### config.mk
export PLATFORM = sky130hd
export DESIGN_NAME = adder_result_accumulator
export DESIGN_NICKNAME = d
export VERILOG_FILES = /design/src/rtl/adder_result_accumulator.sv
export SDC_FILE = /design/constraint.sdc
export NUM_CORES = 1
export LEC_CHECK = 0
export ABC_AREA = 1
export ABC_CLOCK_PERIOD_IN_PS = 4750
export BUFFER_PORTS_ARGS = -buffer_cell sky130_fd_sc_hd__buf_2
export CORE_ASPECT_RATIO = 1.1
export CORE_UTILIZATION = 40
export CTS_BUF_LIST = sky130_fd_sc_hd__clkbuf_4 sky130_fd_sc_hd__clkbuf_8
export CTS_CLUSTER_SIZE = 28
export DETAILED_ROUTE_END_ITERATION = 8
export SETUP_SLACK_MARGIN = 0.05
export SYNTH_ARGS = -nofsm -noshare
export SYNTH_HDL_FRONTEND = slang
export SYNTH_SLANG_ARGS = --single-unit
### constraint.sdc
create_clock -name CLK -period 4.75 [get_ports CLK]
set_input_delay 0.7125 -clock CLK [delete_from_list [all_inputs] [get_ports CLK]]
set_output_delay 0.7125 -clock CLK [all_outputs]
set_load 0.01 [all_outputs]
### src/rtl/adder_result_accumulator.sv
// adder_result_accumulator
// Consumes the registered sum/cout of an upstream ripple or pipelined adder.
// A valid delay line realigns the issue-side valid with the adder latency;
// a small IDLE/RUN/DONE FSM accumulates len results of {cout,sum} into a
// wide accumulator, pulses done for one cycle and keeps a sticky overflow.
// Optional build macro: ACC_SATURATE_EN (saturate instead of wrap on overflow).
module adder_result_accumulator #(
    parameter int BW    = 32,
    parameter int LAT   = 1,
    parameter int ACC_W = 40
) (
    input  logic             CLK,
    input  logic             RESET,
    input  logic             in_valid,
    input  logic             start,
    input  logic [15:0]      len,
    input  logic [BW-1:0]    sum,
    input  logic             cout,
    output logic             busy,
    output logic             done,
    output logic [ACC_W-1:0] acc,
    output logic [15:0]      count,
    output logic             ovf
);

    localparam logic [1:0] ST_IDLE = 2'd0;
    localparam logic [1:0] ST_RUN  = 2'd1;
    localparam logic [1:0] ST_DONE = 2'd2;

    logic [1:0]       state_reg, state_next;
    logic [ACC_W-1:0] acc_reg, acc_next;
    logic [15:0]      count_reg, count_next;
    logic [15:0]      len_reg, len_next;
    logic             ovf_reg, ovf_next;
    logic [LAT:1]     vpipe_reg;

    logic             res_valid;
    logic [ACC_W-1:0] addend;
    logic [ACC_W:0]   acc_sum;

    assign res_valid = vpipe_reg[LAT];
    // Unsigned {cout,sum}, zero-extended to the accumulator width.
    assign addend    = ACC_W'({cout, sum});
    // One extra bit so the carry out of the accumulator marks overflow.
    assign acc_sum   = {1'b0, acc_reg} + {1'b0, addend};

    // Valid delay line: res_valid lines up with the adder's registered output.
    always_ff @(posedge CLK) begin
        if (RESET) begin
            vpipe_reg <= '0;
        end else begin
            for (int k = LAT; k >= 2; k--) begin
                vpipe_reg[k] <= vpipe_reg[k-1];
            end
            vpipe_reg[1] <= in_valid;
        end
    end

    // Next-state and accumulate logic.
    always_comb begin
        state_next = state_reg;
        acc_next   = acc_reg;
        count_next = count_reg;
        len_next   = len_reg;
        ovf_next   = ovf_reg;
        case (state_reg)
            ST_IDLE: begin
                // Results arriving while idle are deliberately ignored.
                if (start) begin
                    acc_next   = '0;
                    count_next = '0;
                    ovf_next   = 1'b0;
                    len_next   = len;
                    state_next = (len == 16'd0) ? ST_DONE : ST_RUN;
                end
            end
            ST_RUN: begin
                if (res_valid) begin
                    count_next = count_reg + 16'd1;
`ifdef ACC_SATURATE_EN
                    // Once saturated, acc stays pinned at full scale for the run.
                    if (ovf_reg) begin
                        acc_next = acc_reg;
                    end else if (acc_sum[ACC_W]) begin
                        acc_next = '1;
                        ovf_next = 1'b1;
                    end else begin
                        acc_next = acc_sum[ACC_W-1:0];
                    end
`else
                    acc_next = acc_sum[ACC_W-1:0];
                    if (acc_sum[ACC_W]) begin
                        ovf_next = 1'b1;
                    end
`endif
                    if (count_reg == len_reg - 16'd1) begin
                        state_next = ST_DONE;
                    end
                end
            end
            ST_DONE: begin
                // Single-cycle completion; start and results are dropped here.
                state_next = ST_IDLE;
            end
            default: begin
                state_next = ST_IDLE;
            end
        endcase
    end

    // State and datapath registers.
    always_ff @(posedge CLK) begin
        if (RESET) begin
            state_reg <= ST_IDLE;
            acc_reg   <= '0;
            count_reg <= '0;
            len_reg   <= '0;
            ovf_reg   <= 1'b0;
        end else begin
            state_reg <= state_next;
            acc_reg   <= acc_next;
            count_reg <= count_next;
            len_reg   <= len_next;
            ovf_reg   <= ovf_next;
        end
    end

    assign busy  = (state_reg != ST_IDLE);
    assign done  = (state_reg == ST_DONE);
    assign acc   = acc_reg;
    assign count = count_reg;
    assign ovf   = ovf_reg;

endmodule

Word-level counts from Yosys, hierarchy flattened
Index checks and enable logic that the tools add are counted.
{ "word_totals": {"reg_bits": 76, "in_bits": 53, "output_inout_bits": 59, "wordCells": 39} }
{ "classes": {"n_addsub": 3, "n_eq_ne": 7, "mux": 15, "reduce_logical": 8} }
{ "op_table": {"columns": ["cell", "n"], "rows": [
  ["$mux 40", 2],
  ["$pmux 40 s2", 1],
  ["$add 40x33->41", 1],
  ["$mux 16", 2],
  ["$pmux 16 s2", 1],
  ["$add 16x1->16 const B", 1],
  ["$eq 16x16->1", 1],
  ["$logic_not 16->1", 1],
  ["$sub 16x1->16 const B", 1],
  ["$mux 2", 4],
  ["$ne 2x2->1 const B", 4],
  ["$reduce_and 3->1", 2],
  ["$pmux 2 s2", 1],
  ["$reduce_and 4->1", 1],
  ["$reduce_bool 2->1", 2],
  ["$mux 1", 3],
  ["$eq 2x1->1 const B", 1],
  ["$eq 2x2->1 const B", 1],
  ["$logic_not 2->1", 1],
  ["$pmux 1 s2", 1],
  ["$reduce_and 2->1", 1]
]} }

Logic depth before layout (Yosys ltp)
Gate-level depths: netlist of the first run.
{ "logic_depth": {"word_depth": 5, "ltp_mapped": 15, "depth_no_buf": 15} }

Worst setup path before layout of the first run
No wires, ideal clock.
{ "synth_path": {"path_type": "input to register", "from": "input sum[0]", "to": "register acc_reg[20], in the netlist acc[20]", "t_arrival_ns": 2.194, "t_required_ns": 4.618, "slack_ns": 2.424, "path_stages": 15, "n_path_buf": 0, "cell_sequence": "ha_1 -> inv_1 -> fa_1 -> inv_1 -> nand3_1 -> nand3_1 -> nand2_1 -> nand3_1 -> nand2_1 -> nand2_1 -> nand2_1 -> nand2_1 -> nand2_1 -> nand3_1 -> a21oi_1"} }
{ "synth_between": {"elab_chain_len": 3} }
{ "synth_rtl": {"columns": ["item", "line_no", "text"], "rows": [
  ["from (decl)", "17", "input logic [BW-1:0] sum,"],
  ["$add 40x33->41", "45", "assign acc_sum = {1'b0, acc_reg} + {1'b0, addend};"],
  ["$mux 40", "78", "if (res_valid) begin"],
  ["$pmux 40 s2", "66", "case (state_reg)"],
  ["to (signal assigned)", "121", "acc_reg <= acc_next;"],
  ["to (decl)", "31", "logic [ACC_W-1:0] acc_reg, acc_next;"]
]} }
Every way passes these cells. The select of a mux whose other input is x is not followed.
A chain may end at the register's enable or synchronous reset.

Worst setup path in the final report of the first run
Same ends and word-level chain as after synthesis.

==> results of run 1 <==
[cell usage after synthesis (all sizes together), types with 2 or more instances]
cell type	count	area (sq um)
nand3	71	368
or2	6	37.5
clkbuf	9	33.8
nor2	115	468
o21ai	53	269
xnor2	9	78.8
o21a	2	15.0
a21oi	113	566
xor2	10	87.6
ha	35	438
buf	7	42.5
nor3	18	100
dfxtp	76	1520
inv	125	472
nand4	14	87.6
nand2	345	1320
nand3b	21	158
nor4	8	80.1
[logic make-up (layout without fill, tap and decap cells)]
kind of cell / after synthesis / after routing / share of synthesized area [%]
AND/OR/NAND/NOR: 601 / 601 / 42.5
AO/OA/AOI/OAI: 171 / 171 / 14.0
buffers and inverters: 142 / 253 / 8.89
flip-flops: 76 / 76 / 24.5
adder cells (fa/ha/maj): 36 / 36 / 7.38
XOR/XNOR: 19 / 19 / 2.68
[power by group through the flow]
stage          Combinational (uW)  Sequential, uW  Clock [uW]
2_1_floorplan                 343             711           0
3_3_place_gp                  470             714           0
3_5_place_dp                  472             714           0
4_1_cts                       474             699         539
5_1_grt                       540             703         569
6_report                      475             699         529
[stage by stage]
step	total power [uW]	hold slack, ns	instance area (sq um)	std cells
floorplan	1050	0.462	6210	1045
global placement	1180	0.458	6940	1337
detailed placement	1190	0.460	6940	1337
CTS	1710	0.473	7140	1352
global route	1810	0.486	7140	1352
finish	1700	0.464	7140	1352
[routing by layer]
metal  global-route usage, %  wire, um  up-vias
li1                        -         -     3599
met1                    35.1      9490     3095
met2                    39.8      8660      197
met3                    3.15      1020       21
met4                    8.64       391        0
met5                       0         0        -
[how the worst max path moves through the flow]
stage / from / end / slack (ns) / cells past startpoint
after floorplan: sum[0] / acc[20] / 2.42 / 15
after global placement: sum[0] / acc[32] / 1.98 / 16
after detailed placement: sum[0] / acc[20] / 1.90 / 16
after CTS: sum[0] / acc[20] / 2.29 / 16
after global routing: sum[0] / acc[32] / 2.03 / 16
final: sum[0] / acc[20] / 2.27 / 16
[area by class of cell]
type / count / area (sq um)
clock inverters: 4 / 50.0
multi-input cells: 827 / 4140
repair buffers: 112 / 563
inverters: 126 / 475
clock buffers: 11 / 145
fillers: 1660 / 7980
well taps: 196 / 245
flip-flops and latches: 76 / 1520
[tightest hold or removal path: stages, from the launching register on]
cell     delay, ns
dfxtp_1       0.32
inv_1         0.05
a21oi_1       0.05
==> summary.txt, run 1 <==
Outcome
  • Run status: finished clean

Critical path
  • WP data required: 4.99 ns
  • Buffers and inverters on the worst path: 3
  • Top delay family on crit path: simple AND/OR/NAND/NOR gates
  • Reg2Reg Depth: 15
  • Delay of the slowest cell on the worst path: 0.44 ns
  • CP Max Fanout: 5
  • CP dominant cell by count: nand2_1
  • Slowest CP cell: fa_1
  • Element type at the critical path start: input port
  • Worst R2R Setup Slack: 2.32 ns
  • Reg2reg end: acc[20]
  • Crit. End Element: flop
  • Critical path type: in -> reg
  • CP arrival: 2.72 ns
  • Reg2reg start: acc[0]
  • Worst-path cell chain: buf_2 -> ha_1 -> inv_1 -> fa_1 -> inv_1 -> nand3_1 -> nand3_1 -> nand2_1 -> nand3_1 -> nand2_1 -> nand2_1 -> nand2_1 -> nand2_1 -> nand2_1 -> nand3_1 -> a21oi_1

Timing
  • Setup ws final: 2.27 ns
  • Final Hold Fails: 0
  • Fmax: 403 MHz
  • Setup TNS: 0 ns
  • Final clock skew: 0.00979 ns
  • RSZ-0062 raised after global routing: no
  • # setup viols final: 0
  • Headroom to the max-slew limit: 32.8%
  • Slew @ Worst Pin: 1.00 ns
  • Tmin final: 2.48 ns
  • Period utilisation layout: 52.2%
  • Max Slew Vio Count: 0

Synthesis
  • Top FF cell, synth: dfxtp_1
  • Synth Net Count: 1134
  • Syn Inst Count: 1045
  • Yosys warning count: 0
  • Asr flop ratio synth: 0%
  • Mean area per synthesized cell: 5.94 sq um
  • Flops & latches, synth: 76
  • Part of the Yosys area used for sequential elements: 24.5%
  • Netlist cell types: 39
  • Post-synth EDFFs: 0
  • Post-Synthesis Cell Area: 6210 sq um

Global route
  • Vias in the first global route: 6356
  • GRT overflow: 0
  • Tot GR Track Use: 25.2%
  • Initial antenna violation count: 0
  • Largest net degree at the start of global routing: 41
  • First-pass GRT wire length: 31800 um

Clock tree
  • Hold Buf Count CTS: 0
  • Post CTS Setup Buffer Count: 0
  • CTS HTree Levels: 3
  • TritonCTS Sinks: 76
  • Clk buf depth: 2
  • Clock Tree Root: clkbuf_8
  • CTS Buf Count: 9
  • Post-cts resize count: 0
  • CTS tree: done
  • Reg clk slew, reported paths: 0.08 ns
  • Worst-Skew Late Latency: 0.38 ns

Pwr
  • Clk pwr share: 31.1%
  • Leakage Power: 0.00357 uW
  • P_int: 1090 uW
  • PwrDens: 239 nW/um^2
  • Power share of the combinational group: 27.9%
  • Sequential power share: 41.0%
  • P_sw: 615 uW
  • Maximum vdd drop: 0.115 mV
  • Switching Share: 36.1%

Place
  • # port buffers: 111
  • Placement Setup Slack: 1.90 ns
  • DP Wirelength: 15600 um
  • GPL Wtd Cong: 0.927

Layout
  • Antenna diodes: 0
  • Commonest non-fill, non-tap cell in the layout: nand2_1
  • Number of flip-flops in the largest register: 40
  • Finished Core Util: 47.2%
  • Area delta synth->final: 14.9%
  • Share of cells above drive strength 1: 13.3%
  • Most frequent cells in the layout: 342 x nand2_1, 120 x inv_1, 113 x a21oi_1
  • Nets@finish: 1241

Floorplanning
  • Die W: 121 um
  • Die Area: 16000 sq um
  • Chip Height: 133 um
  • Num ports: 112
  • Total core area: 15100 sq um
  • Initial Utilization: 41.1%
  • Site row count: 47

Drt
  • Drt total wl: 19600 um
  • Via count: 6912
  • Routed len/inst: 14.5 um
  • Via-to-Cell Ratio: 5.11
  • DRC violations left: 0
  • Post-DRT Antenna Nets: 0
  • Pre-Repair DR Iteration Count: 5
  • Iter 0 DRT Violations: 477

Worst hold path
  • Hold endpoint: ovf
  • Hold Crit Class: reg -> reg
  • WHS Path Cells: 2
  • Hold_sp: ovf

Job
  • Maxcap violations: 0
No activity file was read; power rests on OpenSTA's default activity.
==> inputs of run 2 (changes only) <==
ABC_AREA = 0   (was 1)
ABC_CLOCK_PERIOD_IN_PS = 2260   (was 4750)
clock period = 2.26 ns   (was 4.75 ns; I/O delays follow)
==> run 2 against run 1 <==
Core utilization increased by 13 points. Largest power group unchanged. First-iteration DRC count decreased by 56%. Final area increased by 4.0%. Combinational power increased by 130%. Sequential share of layout area decreased by 0.65 points. Critical endpoint is now acc[36]. Critical path depth decreased by 4. Non-clock buffer count increased by 120. Sequential cell count unchanged. Setup slack got worse by 2.6 ns. The run now ends with setup timing left. Via count decreased by 19%. Count of clock-buffer cells in the layout unchanged. Clock skew increased by 0.0015 ns.
==> summary.txt, run 2 <==
Layout
  • Final cell count without fillers: 1049 (was 1352)
  • Layout fillers: 1122 (was 1660)
  • Most frequent cells in the layout: 115 x buf_4, 111 x buf_2, 91 x nand2_1 (was 342 x nand2_1, 120 x inv_1, 113 x a21oi_1)
  • Number of flip-flops in the largest register: 40 (unchanged)
  • Commonest non-fill, non-tap cell in the layout: buf_4 (was nand2_1)
  • Nets@finish: 979 (was 1241)
  • Area delta synth->final: 44.9% (was 14.9%)
  • Finished Core Util: 60.6% (was 47.2%)
  • Antenna diodes: 0 (unchanged)
  • Share of cells above drive strength 1: 38.1% (was 13.3%)

Worst hold path
  • Hold Crit Class: in -> reg (was reg -> reg)

Synthesis
  • Syn Inst Count: 674 (was 1045)
  • Synth Area in XOR/XNOR: 10.8% (was 2.68%)
  • Part of the Yosys area used for sequential elements: 29.7% (was 24.5%)
  • Largest family of logic cells by synthesized area: simple AND/OR/NAND/NOR gates (unchanged)
  • Area leader, netlist: dfxtp_1 (unchanged)
  • Synth Net Count: 763 (was 1134)
  • Mean area per synthesized cell: 7.60 sq um (was 5.94 sq um)
  • Post-synthesis mux area share: 0% (unchanged)
  • Fraction of the mapped netlist area in adder cells: 8.94% (was 7.38%)
  • Synth top area cells: dfxtp_1 30%, ha_1 8.6%, nand2_1 7.1% (was dfxtp_1 25%, nand2_1 21%, a21oi_1 9.1%)
  • Most numerous cell in the Yosys netlist: nand2_1 (unchanged)
  • Post-Synthesis Cell Area: 5120 sq um (was 6210 sq um)
  • Synth Area in Simple Gates: 24.3% (was 42.5%)
  • Post-synth EDFFs: 0 (unchanged)
  • Asr flop ratio synth: 0% (unchanged)
  • Netlist cell types: 60 (was 39)
  • Synth Area in Compound Gates: 22.9% (was 14.0%)
  • Top FF cell, synth: dfxtp_1 (unchanged)
  • Synth cell count leaders: 97 x nand2_1, 76 x dfxtp_1, 72 x a21oi_1, 64 x nor2_1, 44 x o21ai_0 (was 342 x nand2_1, 120 x inv_1, 113 x a21oi_1, 108 x nor2_1, 76 x dfxtp_1)
  • Flops & latches, synth: 76 (unchanged)
  • Yosys top cell area share: 29.7% (was 24.5%)
  • Yosys warning count: 0 (unchanged)

Timing
  • Tmin final: 2.61 ns
  • Fmax: 384 MHz
  • Headroom to the max-slew limit: 56.9% (was 32.8%)
  • Slew @ Worst Pin: 0.646 ns (was 1.00 ns)
  • Setup ws final: -0.347 ns (was 2.27 ns)
  • Period utilisation layout: 115%
  • RSZ-0062 raised after global routing: yes (was no)
  • Hold Slack: 0.206 ns (was 0.464 ns)
  • Final Hold Fails: 0 (unchanged)
  • # setup viols final: 18 (was 0)
  • Final clock skew: 0.0113 ns (was 0.00979 ns)
  • Max Slew Vio Count: 0 (unchanged)

Clock tree
  • Hold Buf Count CTS: 0 (unchanged)
  • Worst-Skew Late Latency: 0.36 ns (was 0.38 ns)
  • CTS HTree Levels: 3 (unchanged)
  • CTS tree: done (unchanged)
  • Clk buf depth: 2 (unchanged)
  • TritonCTS Sinks: 76 (unchanged)
  • CTS Buf Count: 9 (unchanged)
  • Reg clk slew, reported paths: 0.08 ns (about the same)
  • Clock Tree Root: clkbuf_8 (unchanged)

Floorplanning
  • Num ports: 112 (unchanged)
  • Total core area: 12200 sq um (was 15100 sq um)
  • Initial Utilization: 41.8% (was 41.1%)
  • Die Area: 13300 sq um (was 16000 sq um)
  • Chip Height: 121 um (was 133 um)
  • Die W: 110 um (was 121 um)
  • Site row count: 42 (was 47)

Place
  • Inst Count DP: 1022 (was 1337)
  • GPL Wtd Cong: 0.889 (was 0.927)
  • DP Wirelength: 11900 um (was 15600 um)
  • # port buffers: 111 (unchanged)

Global route
  • First-pass GRT wire length: 24800 um (was 31800 um)
  • GRT overflow: 0 (unchanged)
  • Tot GR Track Use: 23.7% (was 25.2%)
  • Initial antenna violation count: 0 (unchanged)
  • Largest net degree at the start of global routing: 40 (was 41)
  • Vias in the first global route: 5396 (was 6356)

Pwr
  • PwrDens: 507 nW/um^2 (was 239 nW/um^2)
  • Maximum vdd drop: 0.278 mV (was 0.115 mV)
  • Overall Power: 3770 uW (was 1700 uW)
  • Leakage Power: 0.00332 uW (was 0.00357 uW)

Drt
  • Pre-Repair DR Iteration Count: 4 (was 5)
  • DRC violations left: 0 (unchanged)
  • Post-DRT Antenna Nets: 0 (unchanged)
  • Routed len/inst: 15.1 um (was 14.5 um)
  • Via-to-Cell Ratio: 5.34 (was 5.11)
  • Drt total wl: 15800 um (was 19600 um)
  • Iter 0 DRT Violations: 211 (was 477)
  • Via count: 5603 (was 6912)

Job
  • Maxcap violations: 0 (unchanged)

Outcome
  • Run status: finished, violations left (was finished clean)
  • Failing checks: setup timing

Critical path
  • Crit. End Element: flop (unchanged)
  • CP Max Fanout: 7 (was 5)
  • Worst R2R Setup Slack: -0.35 ns (was 2.32 ns)
  • Critical path type: reg -> reg (was in -> reg)
  • WP data required: 2.55 ns (was 4.99 ns)
  • CP arrival: 2.89 ns (was 2.72 ns)
  • Element type at the critical path start: flop (was input port)
-- run 2: cell types whose count changed after synthesis, sizes merged, moves of 17 or more --
cell and change:
clkbuf +17, a21oi -41, inv -107, nand3 -55, nand2 -248, xnor2 +27, nor2 -51, nand3b -18
xor2 +17
-- run 2: path summary, 6_finish.rpt --
path	startpoint	end	depth (start not counted)
max	acc[0]	acc[36]	12
min	in_valid	res_valid	2
max reg2reg	acc[0]	acc[36]	12
min reg2reg	acc[18]	acc[18]	2
-- run 2: cell families (layout without fill, tap and decap cells) --
group | after synthesis | in the layout
and+or+nand+nor | 267 | 267
adders and majority gates | 36 | 36
buffers and inverters | 45 | 266
AOI/OAI and AO/OA | 187 | 187
DFF | 76 | 76
xor gates and xnor gates | 63 | 63
-- run 2: stage by stage --
stage               worst slack [ns]  setup TNS [ns]  cell area, sq um
floorplan                     -0.208          -0.827              5190
global placement              -0.386           -4.62              6660
detailed placement            -0.459           -5.60              6660
CTS                           -0.325           -1.90              7140
global route                  -0.456           -5.56              7420
finish                        -0.347           -3.19              7420
-- run 2: area by class of cell --
class                   instances  area [sq um]  area share, %
multi-input cells             553          3910           52.7
flip-flops and latches         76          1530           20.7
repair buffers                232          1490           20.0
well taps                     154           193           2.60
clock buffers                  11           145           1.96
clock inverters                 5          83.8           1.13
inverters                      18          67.6          0.910
-- run 2: repair_timing --
item                                    4_1_cts  5_1_grt
pin swaps                                    24       41
gates resized for setup                      44       61
hold endpoints to repair                      0        0
buffers inserted                              5        8
endpoints found under the setup margin       24       37
-- run 2: metal layers --
layer / track usage, % / wire [um] / up-vias
met4: 7.67 / 284 / 0
met2: 42.9 / 8010 / 102
met5: 0 / 0 / -
met3: 3.61 / 580 / 26
li1: - / - / 2821
met1: 28.1 / 6960 / 2654
-- run 2: where the power goes --
group / total (uW) / switching (uW) / leakage [uW] / internal [uW]
Sequential: 1440 / 49.4 / 0.000620 / 1390
Combinational: 1100 / 596 / 0.00260 / 506
Clock: 1220 / 555 / 0.000110 / 669
-- run 2: worst max-delay path, cell delays in order, from the launching register on --
cell and delay, ns:
dfxtp_4 0.37, ha_4 0.13, inv_2 0.03, fa_2 0.36, nand2b_4 0.16, a21oi_4 0.14, o31a_4 0.16, o21bai_4 0.06
a211oi_2 0.23, nor2_2 0.09, o311a_4 0.34, or3_1 0.32, a21oi_1 0.13
